## src/rtl/cpu_pkg.sv

```systemverilog
// Shared CPU front-end definitions: default PC parameters and the next-PC source select.
// Latency: n/a (types and constants only).
// Backpressure: n/a.
package cpu_pkg;

  localparam int          DEF_XLEN      = 32;
  localparam logic [31:0] DEF_RESET_VEC = 32'h0000_0000;
  localparam logic [31:0] DEF_TRAP_VEC  = 32'h0000_0100;
  localparam int          DEF_INC       = 4;
  localparam int          DEF_RAS_DEPTH = 4;

  // Next-PC sources, listed highest priority first.
  typedef enum logic [2:0] {
    SEL_TRAP,
    SEL_REDIR,
    SEL_HOLD,
    SEL_RAS,
    SEL_SEQ
  } next_pc_sel_e;

endpackage

```

## src/rtl/ras_stack.sv

```systemverilog
// Return-address stack: circular buffer with push/pop/flush; the oldest entry is overwritten when full.
// Latency: push/pop/flush take effect at the next clock edge; o_top_dat is combinational from state.
// Backpressure: none; a push when full overwrites, and a pop when empty is ignored.
// Ports: clk, i_rst_n (async low); i_push/i_push_dat, i_pop, i_flush; o_top_dat, o_empty, o_full.
module ras_stack #(
  parameter int XLEN      = 32,
  parameter int RAS_DEPTH = 4
) (
  input  logic            clk,
  input  logic            i_rst_n,
  input  logic            i_push,
  input  logic            i_pop,
  input  logic            i_flush,
  input  logic [XLEN-1:0] i_push_dat,
  output logic [XLEN-1:0] o_top_dat,
  output logic            o_empty,
  output logic            o_full
);

  localparam int PW = $clog2(RAS_DEPTH);
  localparam int CW = PW + 1;

  logic [XLEN-1:0] r_mem [RAS_DEPTH];
  logic [PW-1:0]   r_top;
  logic [CW-1:0]   r_count;

  logic            w_pop_ok;
  logic [PW-1:0]   w_top_nxt;
  logic [CW-1:0]   w_count_nxt;
  logic [PW-1:0]   w_wr_idx;

  assign o_empty   = (r_count == '0);
  assign o_full    = (r_count == CW'(RAS_DEPTH));
  assign o_top_dat = r_mem[r_top];
  assign w_pop_ok  = i_pop && !o_empty;

  // Push together with pop replaces the top entry in place; otherwise a
  // push goes to the slot above the top, which is the oldest slot when full.
  assign w_wr_idx  = w_pop_ok ? r_top : (r_top + PW'(1));

  always_comb begin
    w_top_nxt   = r_top;
    w_count_nxt = r_count;
    if (i_push && w_pop_ok) begin
      w_top_nxt   = r_top;
      w_count_nxt = r_count;
    end else if (i_push) begin
      w_top_nxt = r_top + PW'(1);
      if (!o_full) begin
        w_count_nxt = r_count + CW'(1);
      end
    end else if (w_pop_ok) begin
      w_top_nxt   = r_top - PW'(1);
      w_count_nxt = r_count - CW'(1);
    end
    // Flush acts first and a same-cycle push lands on top of the empty stack.
    if (i_flush) begin
      w_count_nxt = i_push ? CW'(1) : '0;
    end
  end

  always_ff @(posedge clk or negedge i_rst_n) begin
    if (!i_rst_n) begin
      r_top   <= '0;
      r_count <= '0;
    end else begin
      r_top   <= w_top_nxt;
      r_count <= w_count_nxt;
    end
  end

  // Entries are not reset; they are read only when the count is non-zero.
  always_ff @(posedge clk) begin
    if (i_push) begin
      r_mem[w_wr_idx] <= i_push_dat;
    end
  end

endmodule

```

## src/rtl/pc_ras_unit.sv

```systemverilog
// Fetch-stage PC register with prioritised next-PC select (trap, redirect, hold, RAS return, sequential).
// Latency: the next-PC choice made in cycle N is visible on pc after the following edge; pc_plus is combinational.
// Backpressure: pc_en=0 holds the PC and suppresses RAS push/pop; trap and redirect still apply.
// Ports: clk, rst (async low); pc_en, redirect_valid/addr, trap_valid, call_push, ret_pop, ras_flush;
//        pc, pc_plus, ras_empty, ras_full.
module pc_ras_unit
  import cpu_pkg::*;
#(
  parameter int              XLEN      = DEF_XLEN,
  parameter logic [XLEN-1:0] RESET_VEC = XLEN'(DEF_RESET_VEC),
  parameter logic [XLEN-1:0] TRAP_VEC  = XLEN'(DEF_TRAP_VEC),
  parameter int              INC       = DEF_INC,
  parameter int              RAS_DEPTH = DEF_RAS_DEPTH
) (
  input  logic            clk,
  input  logic            rst,
  input  logic            pc_en,
  input  logic            redirect_valid,
  input  logic [XLEN-1:0] redirect_addr,
  input  logic            trap_valid,
  input  logic            call_push,
  input  logic            ret_pop,
  input  logic            ras_flush,
  output logic [XLEN-1:0] pc,
  output logic [XLEN-1:0] pc_plus,
  output logic            ras_empty,
  output logic            ras_full
);

  logic [XLEN-1:0] r_pc;
  logic [XLEN-1:0] w_pc_plus;
  logic [XLEN-1:0] w_pc_nxt;
  logic [XLEN-1:0] w_ras_top;
  logic            w_ras_empty;
  logic            w_ras_full;
  logic            w_push;
  logic            w_pop;
  logic            w_flush;
  next_pc_sel_e    w_sel;

  assign w_pc_plus = r_pc + XLEN'(INC);

  always_comb begin
    w_sel = SEL_SEQ;
    if (trap_valid) begin
      w_sel = SEL_TRAP;
    end else if (redirect_valid) begin
      w_sel = SEL_REDIR;
    end else if (!pc_en) begin
      w_sel = SEL_HOLD;
    end else if (ret_pop && !w_ras_empty) begin
      w_sel = SEL_RAS;
    end
  end

  always_comb begin
    w_pc_nxt = w_pc_plus;
    case (w_sel)
      SEL_TRAP:  w_pc_nxt = TRAP_VEC;
      SEL_REDIR: w_pc_nxt = redirect_addr;
      SEL_HOLD:  w_pc_nxt = r_pc;
      SEL_RAS:   w_pc_nxt = w_ras_top;
      default:   w_pc_nxt = w_pc_plus;
    endcase
  end

  // A call pushes only when the fetch actually advances; its own target
  // arrives later through the redirect path, so the push does not steer the PC.
  assign w_push  = call_push && pc_en && !trap_valid && !redirect_valid;
  assign w_pop   = (w_sel == SEL_RAS);
  assign w_flush = ras_flush || trap_valid;

  always_ff @(posedge clk or negedge rst) begin
    if (!rst) begin
      r_pc <= RESET_VEC;
    end else begin
      r_pc <= w_pc_nxt;
    end
  end

  ras_stack #(
    .XLEN      (XLEN),
    .RAS_DEPTH (RAS_DEPTH)
  ) u_ras (
    .clk        (clk),
    .i_rst_n    (rst),
    .i_push     (w_push),
    .i_pop      (w_pop),
    .i_flush    (w_flush),
    .i_push_dat (w_pc_plus),
    .o_top_dat  (w_ras_top),
    .o_empty    (w_ras_empty),
    .o_full     (w_ras_full)
  );

  assign pc        = r_pc;
  assign pc_plus   = w_pc_plus;
  assign ras_empty = w_ras_empty;
  assign ras_full  = w_ras_full;

endmodule

```

## config.mk

```make
export PLATFORM = sky130hd
export DESIGN_NAME = pc_ras_unit
export DESIGN_NICKNAME = d
export VERILOG_FILES = /design/src/rtl/cpu_pkg.sv /design/src/rtl/ras_stack.sv /design/src/rtl/pc_ras_unit.sv
export SDC_FILE = /design/constraint.sdc
export NUM_CORES = 1
export LEC_CHECK = 0
export ABC_AREA = 1
export CAP_MARGIN = 10
export CORE_ASPECT_RATIO = 1.25
export CORE_MARGIN = 1.5
export CORE_UTILIZATION = 45
export DETAILED_ROUTE_END_ITERATION = 8
export PLACE_DENSITY = 0.67
export SETUP_SLACK_MARGIN = 0.15
export SLEW_MARGIN = 25
export SYNTH_ARGS = -nofsm -noshare
export SYNTH_HDL_FRONTEND = slang
export SYNTH_HIERARCHICAL = 1
export SYNTH_SLANG_ARGS = --single-unit
```

## constraint.sdc

```tcl
create_clock -name clk -period 5.2 [get_ports clk]
set_input_delay 1.04 -clock clk [delete_from_list [all_inputs] [get_ports clk]]
set_output_delay 1.04 -clock clk [all_outputs]
set_load 0.01 [all_outputs]
```

; ---- Word-level counts from Yosys, hierarchy flattened
; Memories as Yosys holds them, arrays and structs flattened.
; Cells that the tools add are included.
[classes]
n_addsub = 5
eq_ne = 6
muxes = 16
bitwise_logic = 1
reduce_logical = 16
[ops]
columns = op, count
row1 = one-hot mux 32 bit (4 select lines), 1
row2 = adder 32 x 3 -> 32 bit (second input constant), 1
row3 = 2-to-1 mux 3 bit, 9
row4 = == test 3 x 2 -> 1 bit (second input constant), 2
row5 = logical AND 1 bit, 6
row6 = logical NOT 3 bit, 2
row7 = 2-to-1 mux 2 bit, 3
row8 = adder 3 x 1 -> 3 bit (second input constant), 1
row9 = == test 3 x 1 -> 1 bit (second input constant), 1
row10 = == test 3 bit (second input constant), 1
row11 = logical NOT 1 bit, 3
row12 = 2-to-1 mux 1 bit, 3
row13 = != test 3 bit (second input constant), 1
row14 = AND reduction 3 bit, 1
row15 = nonzero test 3 bit, 1
row16 = subtractor 3 x 1 -> 3 bit (second input constant), 1
row17 = adder 2 x 1 -> 2 bit (second input constant), 1
row18 = != test 2 x 1 -> 1 bit (second input constant), 1
row19 = AND reduction 2 bit, 1
row20 = nonzero test 2 bit, 1
row21 = subtractor 2 x 1 -> 2 bit (second input constant), 1
row22 = logical OR 1 bit, 1
row23 = inverter 1 bit, 1
[totals]
reg_bits = 37
mem_bits_rw = 128
in_bits = 40
out_inout_bits = 66
mem_count = 1
[memory_table]
columns = memory, depth, width, rd, rd_clocked_by_memory_dff, wr, line_no
row1 = u_ras.r_mem, 4, 32, 1, 0, 1, ras_stack.sv:23  ; logic [XLEN-1:0] r_mem [RAS_DEPTH];

; ---- Longest topological paths before layout
[depth]
word_depth = 13
mapped_depth = 16
mapped_depth_nobuf = 15

; ---- Hierarchy
; The synthesis kept the hierarchy.
[by_module_without_submodules]
columns = module, n_inst, cells_each, area_per_inst_um2
row1 = ras_stack, 1, 381, 5177.5
row2 = pc_ras_unit, 1, 510, 2895.3

; ---- Worst setup path before layout
; Ideal clock, no wire load.
[synth_timing]
kind = input to register
from = input ret_pop
to = memory u_ras.r_mem[0][0], enable pin
arrival_time_ns = 3.357
required_time_ns = 4.779
setup_slack_ns = 1.422
cell_stages = 9
n_path_buf = 1
cell_sequence = inv_1 -> nor2_2 -> nand2_1 -> clkbuf_1 -> nor2_1 -> nand2_4 -> nand2_1 -> nand3_1 -> nor2_1
[synth_via]
elab_chain_cells = 8
[synth_rtl]
columns = item, line_no
row1 = start: declaration, pc_ras_unit.sv:22  ; input logic ret_pop,
row2 = logical AND 1 bit, pc_ras_unit.sv:51  ; end else if (ret_pop && !w_ras_empty) begin
row3 = 2-to-1 mux 3 bit, pc_ras_unit.sv:51
row4 = 2-to-1 mux 3 bit, pc_ras_unit.sv:49  ; end else if (!pc_en) begin
row5 = 2-to-1 mux 3 bit, pc_ras_unit.sv:47  ; end else if (redirect_valid) begin
row6 = 2-to-1 mux 3 bit, pc_ras_unit.sv:45  ; if (trap_valid) begin
row7 = == test 3 x 2 -> 1 bit, pc_ras_unit.sv:70  ; assign w_pop = (w_sel == SEL_RAS);
row8 = net w_pop, pc_ras_unit.sv:37  ; logic w_pop;
row9 = logical AND 1 bit, ras_stack.sv:35  ; assign w_pop_ok = i_pop && !o_empty;
row10 = 2-to-1 mux 2 bit, ras_stack.sv:39  ; assign w_wr_idx = w_pop_ok ? r_top : (r_top + PW'(1));
row11 = end: declaration, ras_stack.sv:23
; The timed path passes the listed nets, and every way through them passes these cells.

; ---- Worst setup path after layout
[layout_timing]
from = register r_pc[2] (netlist: pc[2])
to = output pc_plus[23]
[layout_via]
elab_chain_cells = 1
[layout_rtl]
columns = item, line_no
row1 = start: declaration, pc_ras_unit.sv:30  ; logic [XLEN-1:0] r_pc;
row2 = start signal: assignment, pc_ras_unit.sv:77  ; r_pc <= w_pc_nxt;
row3 = adder 32 x 3 -> 32 bit, pc_ras_unit.sv:41  ; assign w_pc_plus = r_pc + XLEN'(INC);
row4 = end: declaration, pc_ras_unit.sv:25  ; output logic [XLEN-1:0] pc_plus,
; Every way passes these cells.

==> reports/metrics.yaml <==
worst_slack_ns: 1.28
finalWirelength_microns: 23600
r2r-start: "u_ras/r_count[1]"
stdcell_count: 1226
max_stage_delay_ns: 0.60
cp.arrival_ns: 2.88
hp-start: "u_ras/r_count[1]"
required_ns: 4.16
area_growth_pct: 22.9
drc_errors: 0
slew_headroom_pct: 53.2
netlist_instances: 891
via_per_inst: 5.54
clock_latency_ns: 0.43
core-area_sq_um: 17500
htreeDepth: 4
grt_first_pass_wirelength_microns: 36100
crit_slowest_cell: "clkdlybuf4s50_1"
clk_pin_slew_ns: 0.06
whs_path_depth: 2
setup_viol: 0
hold_violations: 0
final_util_pct: 56.7
path_max_fanout: 7
crit_family: "simple AND/OR/NAND/NOR gates"
netlist_area_sq_um: 8070
rows: 54
die_w_microns: 123
cts_resized: 0
crit_type: "register to output pin"
root_buffer: "clkbuf_16"
yosys_warnings: 6
clock_path_buffers: 2
powerDensity_nw_per_um2: 397
async_reset_ff_share_pct: 22.4
pre_cts_slack_ns: 1.31
rsz0062_at_grt: "false"
num-nets-final: 1032
syn_nets: 934
maxCapViolCount: 0
cts_buffers: 17
avgSynthCellArea_sq_um: 9.06
critPathLaunchType: "register"
leakage_uw: 0.00378
ys.flop_type: "edfxtp_1"
cts_tree: "done"
crit_path_end_kind: "output pin"
cts_hold_buf: 0
place_inst: 1194
num_vias: 6798
drive_gt1_share_pct: 6.79
status: "finished clean"
grt_max_degree: 65
io_pins: 106
ys_seq_elements: 165
critical_path_depth: 7
drt_iter0_drc: 822
overflow: 0
cp_cell_sequence: "inv_1, nor2_2, nand2_2, nor2_4, nand3_1, nand2_1, clkdlybuf4s50_1"
wire_per_inst_microns: 19.3
crit_start: "pc[2]"
ir_drop_v: 0.000217
fmax_ghz: 0.255
yosysSeqAreaShare_pct: 59.1
die_h_microns: 153
io_buffers: 105
post_cts_buffers: 0
dr.pass1.iters: 5
gp_congestion: 0.921
ant_nets: 0
grt_pass1_vias: 6419
die_area_sq_um: 18800
synth_cell_types: 31
fin_crit_ns: 3.92
r2r_cells: 13
finalCritPeriodShare_pct: 75.4
multi_input_area_sq_um: 2880
clkSinkCount: 165
hold_path_class: "register to register"
grt_usage_pct: 26.1
finalSetupTns_ns: 0
antennaDiodeCount: 0
drv_slew: 0
final-seq-area_sq_um: 4770
fill_cells: 1503
worstMarginPinSlew_ns: 0.701
skew_ns: 0.00826
antenna_found_initial: 0
crit_buf_inv: 2
synth_enable_flop_cells: 128
hpwl_microns: 15800
start_util_pct: 46.1
per-stage QoR:
step                cell area (sq um)  hold slack (ns)  total power [uW]
floorplan                        8070            0.487              2320
detailed placement               9340            0.525              2710
global placement                 9340            0.513              2700
finish                           9920            0.539              3940
CTS                              9920            0.541              3940
global route                     9920            0.565              4120
cell type report:
| class | count | share of cell area, % |
|---|---|---|
| flip-flops and latches | 165 | 48.1 |
| multi-input cells | 619 | 29.0 |
| repair buffers | 118 | 11.7 |
| clock buffers | 23 | 4.82 |
| well taps | 224 | 2.83 |
| inverters | 68 | 2.57 |
| clock inverters | 9 | 1.02 |
layout by cell type, fill, tap and decap left out, types with 17 or more instances in the layout:
cell type	synthesis	layout
nor2_1	124	120
dfrtp_1	37	36
nand3_1	56	56
clkdlybuf4s50_1	0	104
o21ai_0	109	109
o22ai_1	32	32
nand2_1	226	226
inv_1	63	63
edfxtp_1	128	128
clkbuf_16	0	17
tightest hold or removal path, cell delays in order, from the launching register on:
cell and delay (ns):
dfrtp_1 0.39, nand2_1 0.07, nand2_1 0.05
Yosys cell counts (all sizes together) (2+ instances only):
library cell | instances | area, sq um
or2 | 4 | 25.0
o21ai | 121 | 606
a21oi | 11 | 55.1
edfxtp | 128 | 3840
dfrtp | 37 | 926
nand4 | 14 | 87.6
nand2 | 231 | 885
nand3 | 58 | 300
nor2 | 131 | 524
nand3b | 2 | 15.0
buf | 24 | 149
clkbuf | 15 | 57.6
inv | 68 | 255
o22ai | 32 | 200
xor2 | 8 | 70.1
ha | 2 | 25.0
xnor2 | 2 | 17.5
worst paths after layout:
kind	slack, ns	end
worst max-delay path	1.28	pc_plus[23]
worst min-delay path	0.54	u_ras/r_count[1]
worst max register to register	2.11	u_ras/r_mem[2][25]
worst min register to register	0.54	u_ras/r_count[1]
max in group asynchronous	4.14	u_ras/r_top[0]
min in group asynchronous	0.62	pc[7]
kinds of logic (layout without fill, tap and decap cells):
family                     after synthesis  after routing  synth area share (%)
DFF                                    165            165                  59.1
adders and majority gates                3              3                 0.558
xor gates and xnor gates                10             10                  1.09
buffers and inverters                  107            218                  5.72
and+or+nand+nor                        441            441                  22.8
AOI/OAI and AO/OA                      165            165                  10.7
layer usage:
| metal | global-route usage, % | vias up | wire [microns] |
|---|---|---|---|
| li1 | - | 3216 | - |
| met2 | 40.4 | 341 | 11300 |
| met4 | 10.0 | 0 | 597 |
| met3 | 6.03 | 44 | 2070 |
| met5 | 0 | - | 0 |
| met1 | 35.6 | 3197 | 9720 |
registers in the layout (all words and copies together), names as in the netlist:
signal	count
u_ras/r_top	2
pc	32
u_ras/r_count	3
u_ras/r_mem	128
where the power goes:
group	switching (uW)	leakage, uW	internal (uW)	total, uW
Sequential	114	0.00164	1530	1650
Clock	492	0.000277	741	1230
Combinational	678	0.00186	384	1060
Total	1280	0.00378	2660	3940
Power figures use the tool's default switching activity.
